`src/rtl/inst_encoder_if.sv`:
```
// Field-set input and encoded-word output handshakes of the RV32I instruction encoder.
// master drives the decoded fields and out_ready; slave (the encoder) answers with the word.
interface inst_encoder_if #(
    parameter int ADDR_W = 32
);
    logic              in_valid;
    logic              in_ready;
    logic [6:0]        in_opcode;
    logic [4:0]        in_rd;
    logic [4:0]        in_rs1;
    logic [4:0]        in_rs2;
    logic [2:0]        in_funct3;
    logic [6:0]        in_funct7;
    logic [31:0]       in_imm;
    logic              out_valid;
    logic              out_ready;
    logic [31:0]       out_inst;
    logic [ADDR_W-1:0] out_addr;

    modport master (
        output in_valid, in_opcode, in_rd, in_rs1, in_rs2, in_funct3, in_funct7, in_imm, out_ready,
        input  in_ready, out_valid, out_inst, out_addr
    );

    modport slave (
        input  in_valid, in_opcode, in_rd, in_rs1, in_rs2, in_funct3, in_funct7, in_imm, out_ready,
        output in_ready, out_valid, out_inst, out_addr
    );
endinterface

```
`src/rtl/inst_encoder.sv`:
```
// Packs decoded RV32I fields into a 32-bit word with an auto-incrementing write address.
// Latency 1 cycle (word or err_pulse); single output register, in_ready = !out_valid || out_ready.
// Define IMM_RANGE_CHECK_EN to reject out-of-range or misaligned immediates.
module inst_encoder #(
    parameter int                ADDR_W    = 32,
    parameter logic [ADDR_W-1:0] BASE_ADDR = '0
) (
    input  logic                clk,
    input  logic                rst_n,
    input  logic                start,
    inst_encoder_if.slave       bus,
    output logic                err_pulse,
    output logic [7:0]          err_count
);
    typedef enum logic [2:0] {
        FMT_R,
        FMT_I,
        FMT_S,
        FMT_B,
        FMT_J,
        FMT_BAD
    } fmt_t;

    fmt_t              fmt;
    logic [31:0]       inst;
    logic              bad;
    logic              accept;
    logic              load;
    logic              rej;
    logic [ADDR_W-1:0] addr_cnt;

    logic [31:0] imm;
    assign imm = bus.in_imm;

    always_comb begin
        fmt = FMT_BAD;
        case (bus.in_opcode)
            7'b0010011, 7'b0000011, 7'b1100111: fmt = FMT_I;
            7'b0100011:                         fmt = FMT_S;
            7'b1100011:                         fmt = FMT_B;
            7'b1101111:                         fmt = FMT_J;
            7'b0110011:                         fmt = FMT_R;
            default:                            fmt = FMT_BAD;
        endcase
    end

    always_comb begin
        inst = '0;
        case (fmt)
            FMT_R: inst = {bus.in_funct7, bus.in_rs2, bus.in_rs1, bus.in_funct3, bus.in_rd, bus.in_opcode};
            FMT_I: inst = {imm[11:0], bus.in_rs1, bus.in_funct3, bus.in_rd, bus.in_opcode};
            FMT_S: inst = {imm[11:5], bus.in_rs2, bus.in_rs1, bus.in_funct3, imm[4:0], bus.in_opcode};
            FMT_B: inst = {imm[12], imm[10:5], bus.in_rs2, bus.in_rs1, bus.in_funct3,
                           imm[4:1], imm[11], bus.in_opcode};
            FMT_J: inst = {imm[20], imm[10:1], imm[11], imm[19:12], bus.in_rd, bus.in_opcode};
            default: inst = '0;
        endcase
    end

`ifdef IMM_RANGE_CHECK_EN
    // An immediate fits in N signed bits when every bit above N-1 repeats the sign.
    logic fits12, fits13, fits21;
    assign fits12 = (&imm[31:11]) | ~(|imm[31:11]);
    assign fits13 = (&imm[31:12]) | ~(|imm[31:12]);
    assign fits21 = (&imm[31:20]) | ~(|imm[31:20]);

    always_comb begin
        bad = 1'b0;
        case (fmt)
            FMT_I, FMT_S: bad = !fits12;
            FMT_B:        bad = !fits13 || imm[0];
            FMT_J:        bad = !fits21 || imm[0];
            FMT_R:        bad = 1'b0;
            default:      bad = 1'b1;
        endcase
    end
`else
    assign bad = (fmt == FMT_BAD);
`endif

    assign bus.in_ready = !bus.out_valid || bus.out_ready;
    assign accept       = bus.in_valid && bus.in_ready;
    assign load         = accept && !bad;
    assign rej          = accept && bad;

    always_ff @(posedge clk or negedge rst_n) begin
        if (!rst_n) begin
            bus.out_valid <= 1'b0;
            bus.out_inst  <= '0;
            bus.out_addr  <= BASE_ADDR;
            addr_cnt      <= BASE_ADDR;
            err_pulse     <= 1'b0;
            err_count     <= '0;
        end else begin
            if (load) begin
                bus.out_valid <= 1'b1;
                bus.out_inst  <= inst;
                bus.out_addr  <= addr_cnt;
            end else if (bus.out_valid && bus.out_ready) begin
                bus.out_valid <= 1'b0;
            end

            // start wins over the advance; the word taken this cycle already latched the old address
            if (start) begin
                addr_cnt <= BASE_ADDR;
            end else if (load) begin
                addr_cnt <= addr_cnt + ADDR_W'(4);
            end

            err_pulse <= rej;
            if (start) begin
                err_count <= rej ? 8'd1 : 8'd0;
            end else if (rej && err_count != 8'hFF) begin
                err_count <= err_count + 8'd1;
            end
        end
    end
endmodule

```
`src/flat_wrapper.sv`:
```
// flat-port wrapper written by rule: the top's interface ports become plain ports
module inst_encoder_flat 
#(
    parameter int                ADDR_W    = 32,
    parameter logic [ADDR_W-1:0] BASE_ADDR = '0
)
  (clk, rst_n, start, err_pulse, err_count, bus_in_valid, bus_in_opcode, bus_in_rd, bus_in_rs1, bus_in_rs2, bus_in_funct3, bus_in_funct7, bus_in_imm, bus_out_ready, bus_in_ready, bus_out_valid, bus_out_inst, bus_out_addr);
  inst_encoder_if #(.ADDR_W(ADDR_W)) bus_i ();
  input  logic clk;
  input  logic rst_n;
  input  logic start;
  output logic err_pulse;
  output logic [7:0] err_count;
  input wire logic [$bits(bus_i.in_valid)-1:0] bus_in_valid;
  input wire logic [$bits(bus_i.in_opcode)-1:0] bus_in_opcode;
  input wire logic [$bits(bus_i.in_rd)-1:0] bus_in_rd;
  input wire logic [$bits(bus_i.in_rs1)-1:0] bus_in_rs1;
  input wire logic [$bits(bus_i.in_rs2)-1:0] bus_in_rs2;
  input wire logic [$bits(bus_i.in_funct3)-1:0] bus_in_funct3;
  input wire logic [$bits(bus_i.in_funct7)-1:0] bus_in_funct7;
  input wire logic [$bits(bus_i.in_imm)-1:0] bus_in_imm;
  input wire logic [$bits(bus_i.out_ready)-1:0] bus_out_ready;
  output wire logic [$bits(bus_i.in_ready)-1:0] bus_in_ready;
  output wire logic [$bits(bus_i.out_valid)-1:0] bus_out_valid;
  output wire logic [$bits(bus_i.out_inst)-1:0] bus_out_inst;
  output wire logic [$bits(bus_i.out_addr)-1:0] bus_out_addr;
  assign bus_i.in_valid = bus_in_valid;
  assign bus_i.in_opcode = bus_in_opcode;
  assign bus_i.in_rd = bus_in_rd;
  assign bus_i.in_rs1 = bus_in_rs1;
  assign bus_i.in_rs2 = bus_in_rs2;
  assign bus_i.in_funct3 = bus_in_funct3;
  assign bus_i.in_funct7 = bus_in_funct7;
  assign bus_i.in_imm = bus_in_imm;
  assign bus_i.out_ready = bus_out_ready;
  assign bus_in_ready = bus_i.in_ready;
  assign bus_out_valid = bus_i.out_valid;
  assign bus_out_inst = bus_i.out_inst;
  assign bus_out_addr = bus_i.out_addr;
  inst_encoder #(.ADDR_W(ADDR_W), .BASE_ADDR(BASE_ADDR)) u_core (.clk(clk), .rst_n(rst_n), .start(start), .bus(bus_i), .err_pulse(err_pulse), .err_count(err_count));
endmodule
```
`config.mk`:
```
export PLATFORM = sky130hd
export DESIGN_NAME = inst_encoder_flat
export DESIGN_NICKNAME = d
export VERILOG_FILES = /design/src/rtl/inst_encoder_if.sv /design/src/rtl/inst_encoder.sv /design/src/flat_wrapper.sv
export SDC_FILE = /design/constraint.sdc
export NUM_CORES = 1
export LEC_CHECK = 0
export CORE_MARGIN = 1.5
export CORE_UTILIZATION = 47
export CTS_CLUSTER_SIZE = 28
export DETAILED_ROUTE_END_ITERATION = 10
export HOLD_SLACK_MARGIN = 0.08
export PLACE_DENSITY = 0.85
export SYNTH_ARGS = -nofsm -noshare
export SYNTH_HDL_FRONTEND = slang
export SYNTH_SLANG_ARGS = --single-unit
```
`constraint.sdc`:
```
create_clock -name clk -period 2.5 [get_ports clk]
set_input_delay 0.375 -clock clk [delete_from_list [all_inputs] [get_ports clk]]
set_output_delay 0.375 -clock clk [all_outputs]
set_load 0.01 [all_outputs]
```
==> results of run 1 <==
placed cells by master (no fill, tap or decap), types with 5 or more instances in the layout:
cell type | synthesis | routed
nand3_1 | 12 | 12
nand2_1 | 129 | 128
clkdlybuf4s50_1 | 0 | 129
buf_4 | 2 | 20
nor2_1 | 59 | 59
a221oi_1 | 9 | 9
inv_1 | 9 | 9
xnor2_1 | 20 | 20
clkbuf_8 | 0 | 10
o21ai_0 | 22 | 22
o22ai_1 | 6 | 6
nor3_1 | 15 | 15
dfrtp_1 | 102 | 102
and2_1 | 5 | 5
nor4_1 | 8 | 8
nand4b_1 | 5 | 5
nand2b_1 | 5 | 5
nand4_1 | 13 | 13
mux2i_1 | 9 | 9
and3_1 | 5 | 5
a21oi_1 | 18 | 18
stage by stage:
| step | setup WS [ps] | util (%) | cells | hold WS, ps | instance area, um^2 |
|---|---|---|---|---|---|
| after floorplan | 610 | - | 526 | 79.4 | 4790 |
| after global placement | 206 | 64.5 | 783 | 404 | 6330 |
| after detailed placement | 164 | 64.5 | 783 | 404 | 6330 |
| after CTS | 319 | 67.2 | 798 | 477 | 6600 |
| after global routing | 216 | 67.2 | 798 | 493 | 6600 |
| final | 311 | 67.2 | 798 | 472 | 6600 |
flip-flops by register name (all words and copies together), names as in the netlist:
| name | flops |
|---|---|
| u_core.bus.out_inst | 32 |
| u_core.addr_cnt | 30 |
| u_core.bus.out_addr | 30 |
| u_core.err_count | 8 |
| u_core.bus.out_valid | 1 |
| u_core.err_pulse | 1 |
logic make-up after synthesis:
| logic type | synth area share (%) |
|---|---|
| buffers and inverters | 3.21 |
| xor gates and xnor gates | 4.21 |
| other | 0.0783 |
| and+or+nand+nor | 27.4 |
| muxes | 2.12 |
| AOI/OAI and AO/OA | 9.14 |
| adders and majority gates | 0.522 |
| DFF | 53.3 |
power groups by stage:
stage	Clock (mW)	Combinational, mW	Sequential [mW]
2_1_floorplan	0	0.179	1.96
3_3_place_gp	0	0.706	1.89
3_5_place_dp	0	0.725	1.90
4_1_cts	1.35	0.728	1.86
5_1_grt	1.41	0.775	1.88
6_report	1.33	0.723	1.86
routing by layer:
metal	vias to the layer above	GRT usage (%)
met5	-	0
met4	0	8.73
met3	26	3.70
met2	195	41.4
met1	2139	31.7
li1	2071	-
final timing paths:
kind,to
min reg2reg,u_core.bus.out_inst[0]$_DFFE_PN0P_
max reg2reg,u_core.addr_cnt[25]$_DFFE_PN0P_
max in group asynchronous,u_core.addr_cnt[7]$_DFFE_PN0P_
min in group asynchronous,u_core.bus.out_inst[10]$_DFFE_PN0P_
min,u_core.bus.out_inst[0]$_DFFE_PN0P_
max,u_core.addr_cnt[25]$_DFFE_PN0P_
worst max-delay path, cell delays in order, from the launching register on:
cell,delay (ps)
dfrtp_1,450
and4_1,460
nand2_4,90
or4_4,590
or3_1,380
a21oi_1,140
cell type report:
type                            count  area share, %
Sequential cell                   102           38.7
Tap cell                          133           2.52
Inverter                            9          0.512
Timing Repair Buffer              152           22.6
Clock buffer                       10           2.09
Clock inverter                      4           1.82
Multi-Input combinational cell    388           31.8
==> results.yml, run 1 <==
cts:
  root_buffer: "clkbuf_8"
  ctsResizeCount: 0
  htreeDepth: 3
  cts_max_path_buffers: 2
  postCtsSetupBuffers: 0
  clkSinkCount: 102
  tritoncts: "yes"
  hold_buffers: 1
  cts_inserted_buffers: 9
  path_clk_slew_ps: 90
  insertion_delay_ps: 370
cells_and_area:
  multi_input_area_mm2: 0.00210
  fillCellCount: 775
  synthToLayoutAreaGrowth_pct: 37.7
  num_antenna_cells: 0
  layout.area.seq_mm2: 0.00255
  nets: 733
  drive_gt1_share_pct: 6.92
sta:
  rsz0062_at_grt: "false"
  max_slew_margin_pct: 61.8
  setup_viol: 0
  slew_violations: 0
  hold_violations: 0
  fmax_mhz: 457
  tns_ps: 0
  layout_min_cycle_time_ps: 2190
  worst_pin_slew_ps: 574
  period_share_pct: 87.6
  fin_skew_ps: 9.55
detailed_routing:
  routed_wl_mm: 13.0
  wl_met3_um: 698
  met1Wirelength_mm: 5.58
  top_layer: "met4"
  first_iter_violations: 456
  via_per_inst: 5.55
  drc_errors: 0
  wl_met2_mm: 6.41
  drtPass1Iterations: 5
  ant_nets: 0
  wire_per_inst_um: 16.2
  vias: 4431
die:
  start_util_pct: 48.8
  die_h_um: 104
  core_area_mm2: 0.00982
  io-pin-count: 144
  rows: 36
  die_w_um: 104
  design.die.area_mm2: 0.0108
critical_path:
  r2r_slack_ps: 310
  path_max_fanout: 6
  cp.arrival_ps: 2490
  worst_setup_path_start_kind: "register"
  setup.worst_path.class: "register to register"
  required_ps: 2800
  ff2ff_path_depth: 5
  rr_startpoint: "u_core.addr_cnt[5]$_DFFE_PN0P_"
  setup.worst_path.start: "u_core.addr_cnt[5]$_DFFE_PN0P_"
  crit_path_end_kind: "register"
pwr:
  vdd_drop_max_uv: 265
  p_total_mw: 3.91
  seqPwrFrac_pct: 47.6
  power_density_mw_per_mm2: 593
  switchingPower_mw: 0.940
  clkPwrFrac_pct: 33.9
  p_sw_share_pct: 24.0
  combinationalPowerShare_pct: 18.5
  internal_power_mw: 2.97
  cellLeakagePower_nw: 2.89
status:
  status: "finished clean"
global_routing:
  grt_pass1_wl_mm: 21.3
  overflow: 0
  antenna_found_initial: 0
  grt_max_degree: 46
  grt_pass1_vias: 4281
  track_usage_pct: 24.4
placement:
  io_buffers: 130
  place.gp.congestion: 0.888
  hpwl_mm: 9.51
worst_hold_path:
  worstHoldPathCells: 1
  hp-start: "u_core.bus.out_inst[0]$_DFFE_PN0P_"
  holdCritPathClass: "register to register"
synth:
  synth_top_area_share_pct: 53.3
  syn_area_mm2: 0.00479
  yosys.area.top_type: "dfrtp_1"
  ys_ff_latch: 102
  synth_ff_type: "dfrtp_1"
  synth_edf_count: 0
  synthTopCellsByCount: "nand2_1 (129), dfrtp_1 (102), nor2_1 (59), o21ai_0 (22)"
  synth.avg_cell_area_um2: 9.12
  yosysSeqAreaShare_pct: 53.3
  synth.distinct_cells: 53
  synth-warning-count: 0
  syn-instance-count: 525
  synth_most_common_cell: "nand2_1"
  synthTopCellsByArea: "dfrtp_1 (53%), nand2_1 (10%), nor2_1 (4.6%)"
  async_flop_share_pct: 100
flow_run:
  max-cap-violations: 0
(Power assumes the default switching activity.)
==> run 2: changes to the inputs <==
CELL_PAD_IN_SITES_DETAIL_PLACEMENT = 1   (was default)
CELL_PAD_IN_SITES_GLOBAL_PLACEMENT = 2   (was default)
CORE_UTILIZATION = 29   (was 47)
CTS_BUF_LIST = sky130_fd_sc_hd__clkbuf_8   (was default)
PLACE_DENSITY = 0.91   (was 0.85)
==> run 2 against run 1 <==
  * Via count shrank 1.2%
  * Clock skew shrank 0.68 ps
  * Hold slack lost 22 ps
  * Core utilization shrank 26 points
  * Routed wire length grew 15%
  * Design area grew 0.70%
  * Clock power shrank 29%
  * Final cell count grew 11%
  * Critical path type unchanged
==> results.yml, run 2 (synthesized netlist as in run 1, its figures left out) <==
die:
  die_h_um: 132
  die_w_um: 132
  io-pin-count: 144
  core_area_mm2: 0.0160
  design.die.area_mm2: 0.0173
  start_util_pct: 29.9
  rows: 46
cts:
  postCtsSetupBuffers: 0
  cts_max_path_buffers: 2
  clkSinkCount: 102
  cts_inserted_buffers: 9
  ctsResizeCount: 0
  htreeDepth: 3
  tritoncts: "yes"
  insertion_delay_ps: 370
  root_buffer: "clkbuf_8"
  path_clk_slew_ps: 100
  hold_buffers: 1
sta:
  hold_violations: 0
  period_share_pct: 87.3
  fmax_mhz: 458
  rsz0062_at_grt: "false"
  slew_violations: 0
  layout_min_cycle_time_ps: 2180
  fin_skew_ps: 8.86
  setup_viol: 0
  tns_ps: 0
global_routing:
  grt_pass1_vias: 4698
  overflow: 0
  grt_max_degree: 77
  grt_pass1_wl_mm: 24.9
  track_usage_pct: 17.6
  antenna_found_initial: 0
placement:
  dp_cells: 867
  io_buffers: 130
  place.gp.congestion: 0.888
  hpwl_mm: 11.0
  place_area_mm2: 0.00647
critical_path:
  crit_chain: "and4_1, nand2_4, or4_4, or3_1, a21oi_1"
  worst_path_max_delay_cell: "or4_4"
  cp_num_cells: 5
  path_max_fanout: 6
  ff2ff_path_depth: 5
  worst_setup_path_start_kind: "register"
  cp.arrival_ps: 2480
  worst-path-buf-inv: 0
  crit_path_max_incr_delay_ps: 590
  critPathTopFamily: "simple AND/OR/NAND/NOR gates"
  required_ps: 2800
  setup.worst_path.class: "register to register"
  crit_path_end_kind: "register"
pwr:
  power_density_mw_per_mm2: 533
  vdd_drop_max_uv: 225
  clkPwrFrac_pct: 26.6
  seqPwrFrac_pct: 52.8
  cellLeakagePower_nw: 2.87
  internal_power_mw: 2.57
  p_sw_share_pct: 27.4
  switchingPower_mw: 0.970
  combinationalPowerShare_pct: 20.6
cells_and_area:
  multi_input_area_mm2: 0.00210
  stdcell_count: 884
  drive_gt1_share_pct: 7.04
  mostFrequentLayoutCell: "clkdlybuf4s50_1"
  fillCellCount: 1889
  largest_register_ffs: 32
  final_cell_mix: "clkdlybuf4s50_1 (129), nand2_1 (128), dfrtp_1 (102)"
  num_antenna_cells: 0
  nets: 734
  top_regs: "u_core.bus.out_inst x32, u_core.addr_cnt x30, u_core.bus.out_addr x30"
  regMostFlops: "u_core.bus.out_inst"
  layout.area.seq_mm2: 0.00255
  synthToLayoutAreaGrowth_pct: 38.7
  fin_area_mm2: 0.00664
detailed_routing:
  vias: 4376
  routed_wl_mm: 14.8
  first_iter_violations: 170
  drtPass1Iterations: 4
  via_per_inst: 4.95
  ant_nets: 0
  drc_errors: 0
  wire_per_inst_um: 16.8
flow_run:
  max-cap-violations: 0
status:
  status: "finished clean"
worst_hold_path:
  holdCritPathClass: "input pin to asynchronous set/reset pin"
## run 2: changes by cell type in the layout (fill, tap and decap cells not counted), sizes merged
| cell | before | now |
|---|---|---|
| bufinv | 4 | 0 |
| clkinv | 0 | 3 |
| clkinvlp | 0 | 1 |
| inv | 9 | 11 |
| buf | 22 | 23 |
## run 2: area by class of cell
cell class | count | area share [%]
Clock inverter | 6 | 0.452
Clock buffer | 10 | 2.07
Timing Repair Buffer | 153 | 22.9
Sequential cell | 102 | 38.4
Multi-Input combinational cell | 388 | 31.5
Inverter | 9 | 0.508
Tap cell | 216 | 4.07
## run 2: final timing paths
path | slack [ps] | startpoint | to
worst max-delay path | 320 | u_core.addr_cnt[6]$_DFFE_PN0P_ | u_core.addr_cnt[25]$_DFFE_PN0P_
max in group asynchronous | 1310 | rst_n | u_core.bus.out_valid$_DFFE_PN0P_
worst min register to register | 480 | u_core.bus.out_inst[1]$_DFFE_PN0P_ | u_core.bus.out_inst[1]$_DFFE_PN0P_
worst max register to register | 320 | u_core.addr_cnt[6]$_DFFE_PN0P_ | u_core.addr_cnt[25]$_DFFE_PN0P_
min in group clk | 480 | u_core.bus.out_inst[1]$_DFFE_PN0P_ | u_core.bus.out_inst[1]$_DFFE_PN0P_
worst min-delay path | 450 | rst_n | u_core.bus.out_inst[14]$_DFFE_PN0P_
## run 2: per-layer routing
layer	vias to the layer above	part of all wire (%)	GRT usage [%]
met3	13	5.2	4.48
met4	0	1.0	4.75
met5	-	0	0
met1	2182	44	21.5
li1	2065	-	-
met2	116	50	30.9
## run 2: power groups by stage
stage	clock network (mW)	logic (mW)	registers, mW
2_1_floorplan	0	0.179	1.96
3_3_place_gp	0	0.712	1.89
3_5_place_dp	0	0.736	1.90
4_1_cts	0.981	0.740	1.87
5_1_grt	1.05	0.791	1.89
6_report	0.943	0.729	1.87
## run 2: metrics by stage
stage	power (mW)	setup slack, ps	hold slack (ps)	utilization (%)
finish	3.54	317	450	41.5
global route	3.73	178	464	41.5
CTS	3.59	286	461	41.5
detailed placement	2.64	125	327	40.4
global placement	2.60	193	314	40.4
floorplan	2.13	610	79.4	-
==> run 3: changes to the inputs <==
CAP_MARGIN = 10   (was default)
CORE_UTILIZATION = 31   (was 29)
PLACE_DENSITY = 0.95   (was 0.91)
clock period = 2.72 ns   (was 2.5 ns; I/O delays follow)
==> run 3 against run 2 <==
  * Clock skew fell by 1.6 ps
  * Design area is 1.1% lower
  * Sequential cell count did not move
  * Register-to-register slack improved by 240 ps
  * Critical endpoint is now u_core.addr_cnt[24]$_DFFE_PN0P_
  * Sequential power is 9% lower
  * Global-route usage rose by 0.65 points
  * First-iteration DRC count increased by 19%
  * Sequential share of layout area increased by 0.45 points
  * Clock power is 3.0% lower
  * Critical path type is now input pin to register
  * Via count shrank 0.50%
  * Power shrank 6.8%
  * Non-clock buffer count down 6
==> results.yml, run 3 (synthesized netlist as in run 1, its figures left out) <==
sta:
  max_slew_margin_pct: 62.3
  fin_skew_ps: 7.31
  worst_pin_slew_ps: 566
  tns_ps: 0
  period_share_pct: 81.5
  fmax_mhz: 451
  hold_violations: 0
  slew_violations: 0
  hold_slack_ps: 72.9
  setup_viol: 0
  layout_min_cycle_time_ps: 2220
  rsz0062_at_grt: "false"
cts:
  clkSinkCount: 102
  hold_buffers: 0
  path_clk_slew_ps: 100
  root_buffer: "clkbuf_8"
  postCtsSetupBuffers: 0
  ctsResizeCount: 0
  cts_max_path_buffers: 2
  cts_inserted_buffers: 9
  tritoncts: "yes"
  insertion_delay_ps: 380
  htreeDepth: 3
detailed_routing:
  drc_errors: 0
  vias: 4354
  wire_per_inst_um: 17.1
  routed_wl_mm: 14.5
  first_iter_violations: 202
  drtPass1Iterations: 4
  via_per_inst: 5.13
  ant_nets: 0
critical_path:
  setup.worst_path.class: "input pin to register"
  cp.arrival_ps: 2520
  worst_setup_path_start_kind: "input pin"
  path_max_fanout: 10
  crit_path_end_kind: "register"
  required_ps: 3020
cells_and_area:
  mostFrequentLayoutCell: "clkdlybuf4s50_1"
  num_antenna_cells: 0
  largest_register_ffs: 32
  regMostFlops: "u_core.bus.out_inst"
  synthToLayoutAreaGrowth_pct: 37.1
  postLayoutCoreUtil_pct: 43.4
  nets: 728
  top_regs: "u_core.bus.out_inst x32, u_core.addr_cnt x30, u_core.bus.out_addr x30"
  drive_gt1_share_pct: 6.21
  final_cell_mix: "clkdlybuf4s50_1 (129), nand2_1 (128), dfrtp_1 (102)"
global_routing:
  grt_max_degree: 103
  grt_pass1_wl_mm: 23.6
  grt_pass1_vias: 4597
  overflow: 0
  antenna_found_initial: 0
  track_usage_pct: 18.3
pwr:
  p_sw_share_pct: 27.1
  vdd_drop_max_uv: 203
  p_total_mw: 3.30
  power_density_mw_per_mm2: 502
  combinationalPowerShare_pct: 20.3
  seqPwrFrac_pct: 52.0
  clkPwrFrac_pct: 27.7
  cellLeakagePower_nw: 2.84
  internal_power_mw: 2.41
  switchingPower_mw: 0.892
placement:
  place.gp.congestion: 0.800
  hpwl_mm: 10.5
  io_buffers: 130
worst_hold_path:
  holdCritPathClass: "input pin to asynchronous set/reset pin"
die:
  die_w_um: 127
  io-pin-count: 144
  rows: 45
  die_h_um: 127
  start_util_pct: 31.6
  core_area_mm2: 0.0151
  design.die.area_mm2: 0.0162
status:
  status: "finished clean"
flow_run:
  max-cap-violations: 0
[run 3: area by class of cell]
cell class / count / area (um^2)
inverters: 9 / 33.8
repair buffers: 147 / 1480
well taps: 188 / 235
clock inverters: 2 / 8.76
flip-flops and latches: 102 / 2550
fillers: 1734 / 8580
clock buffers: 12 / 165
multi-input cells: 388 / 2100
[run 3: path summary, 6_finish.rpt]
kind	from	endpoint	slack [ps]	cells after the start
setup / recovery	bus_out_ready	u_core.addr_cnt[24]$_DFFE_PN0P_	500	6
hold / removal	rst_n	u_core.bus.out_inst[10]$_DFFE_PN0P_	70	2
setup reg to reg	u_core.addr_cnt[5]$_DFFE_PN0P_	u_core.addr_cnt[25]$_DFFE_PN0P_	560	5
hold reg to reg	u_core.bus.out_inst[1]$_DFFE_PN0P_	u_core.bus.out_inst[1]$_DFFE_PN0P_	480	1
max in group asynchronous	rst_n	u_core.bus.out_inst[14]$_DFFE_PN0P_	2200	2
min in group clk	u_core.bus.out_inst[1]$_DFFE_PN0P_	u_core.bus.out_inst[1]$_DFFE_PN0P_	480	1
[run 3: power by group through the flow]
stage / clock network, mW / logic [mW] / registers (mW)
3_5_place_dp: 0 / 0.673 / 1.75
3_3_place_gp: 0 / 0.654 / 1.73
2_1_floorplan: 0 / 0.164 / 1.80
6_report: 0.915 / 0.668 / 1.71
4_1_cts: 0.939 / 0.677 / 1.72
5_1_grt: 1.00 / 0.720 / 1.73
[run 3: per-layer routing]
metal | vias to the layer above | GRT usage (%) | wire length (um)
li1 | 2059 | - | -
met1 | 2169 | 22.4 | 6290
met2 | 112 | 32.7 | 7350
met3 | 14 | 2.93 | 645
met4 | 0 | 6.22 | 211
met5 | - | 0 | 0
[run 3: critical path, cell delays in order]
cell	delay (ps)
clkdlybuf4s50_1	450
nand2b_1	280
and2_1	430
nand3_1	220
or4_1	550
a21oi_1	180
[run 3: metrics by stage]
| step | cells | instance area [um^2] | setup slack (ps) |
|---|---|---|---|
| floorplan | 526 | 4790 | 813 |
| global placement | 834 | 6390 | 234 |
| detailed placement | 834 | 6390 | 118 |
| CTS | 848 | 6570 | 528 |
| global route | 848 | 6570 | 344 |
| finish | 848 | 6570 | 503 |
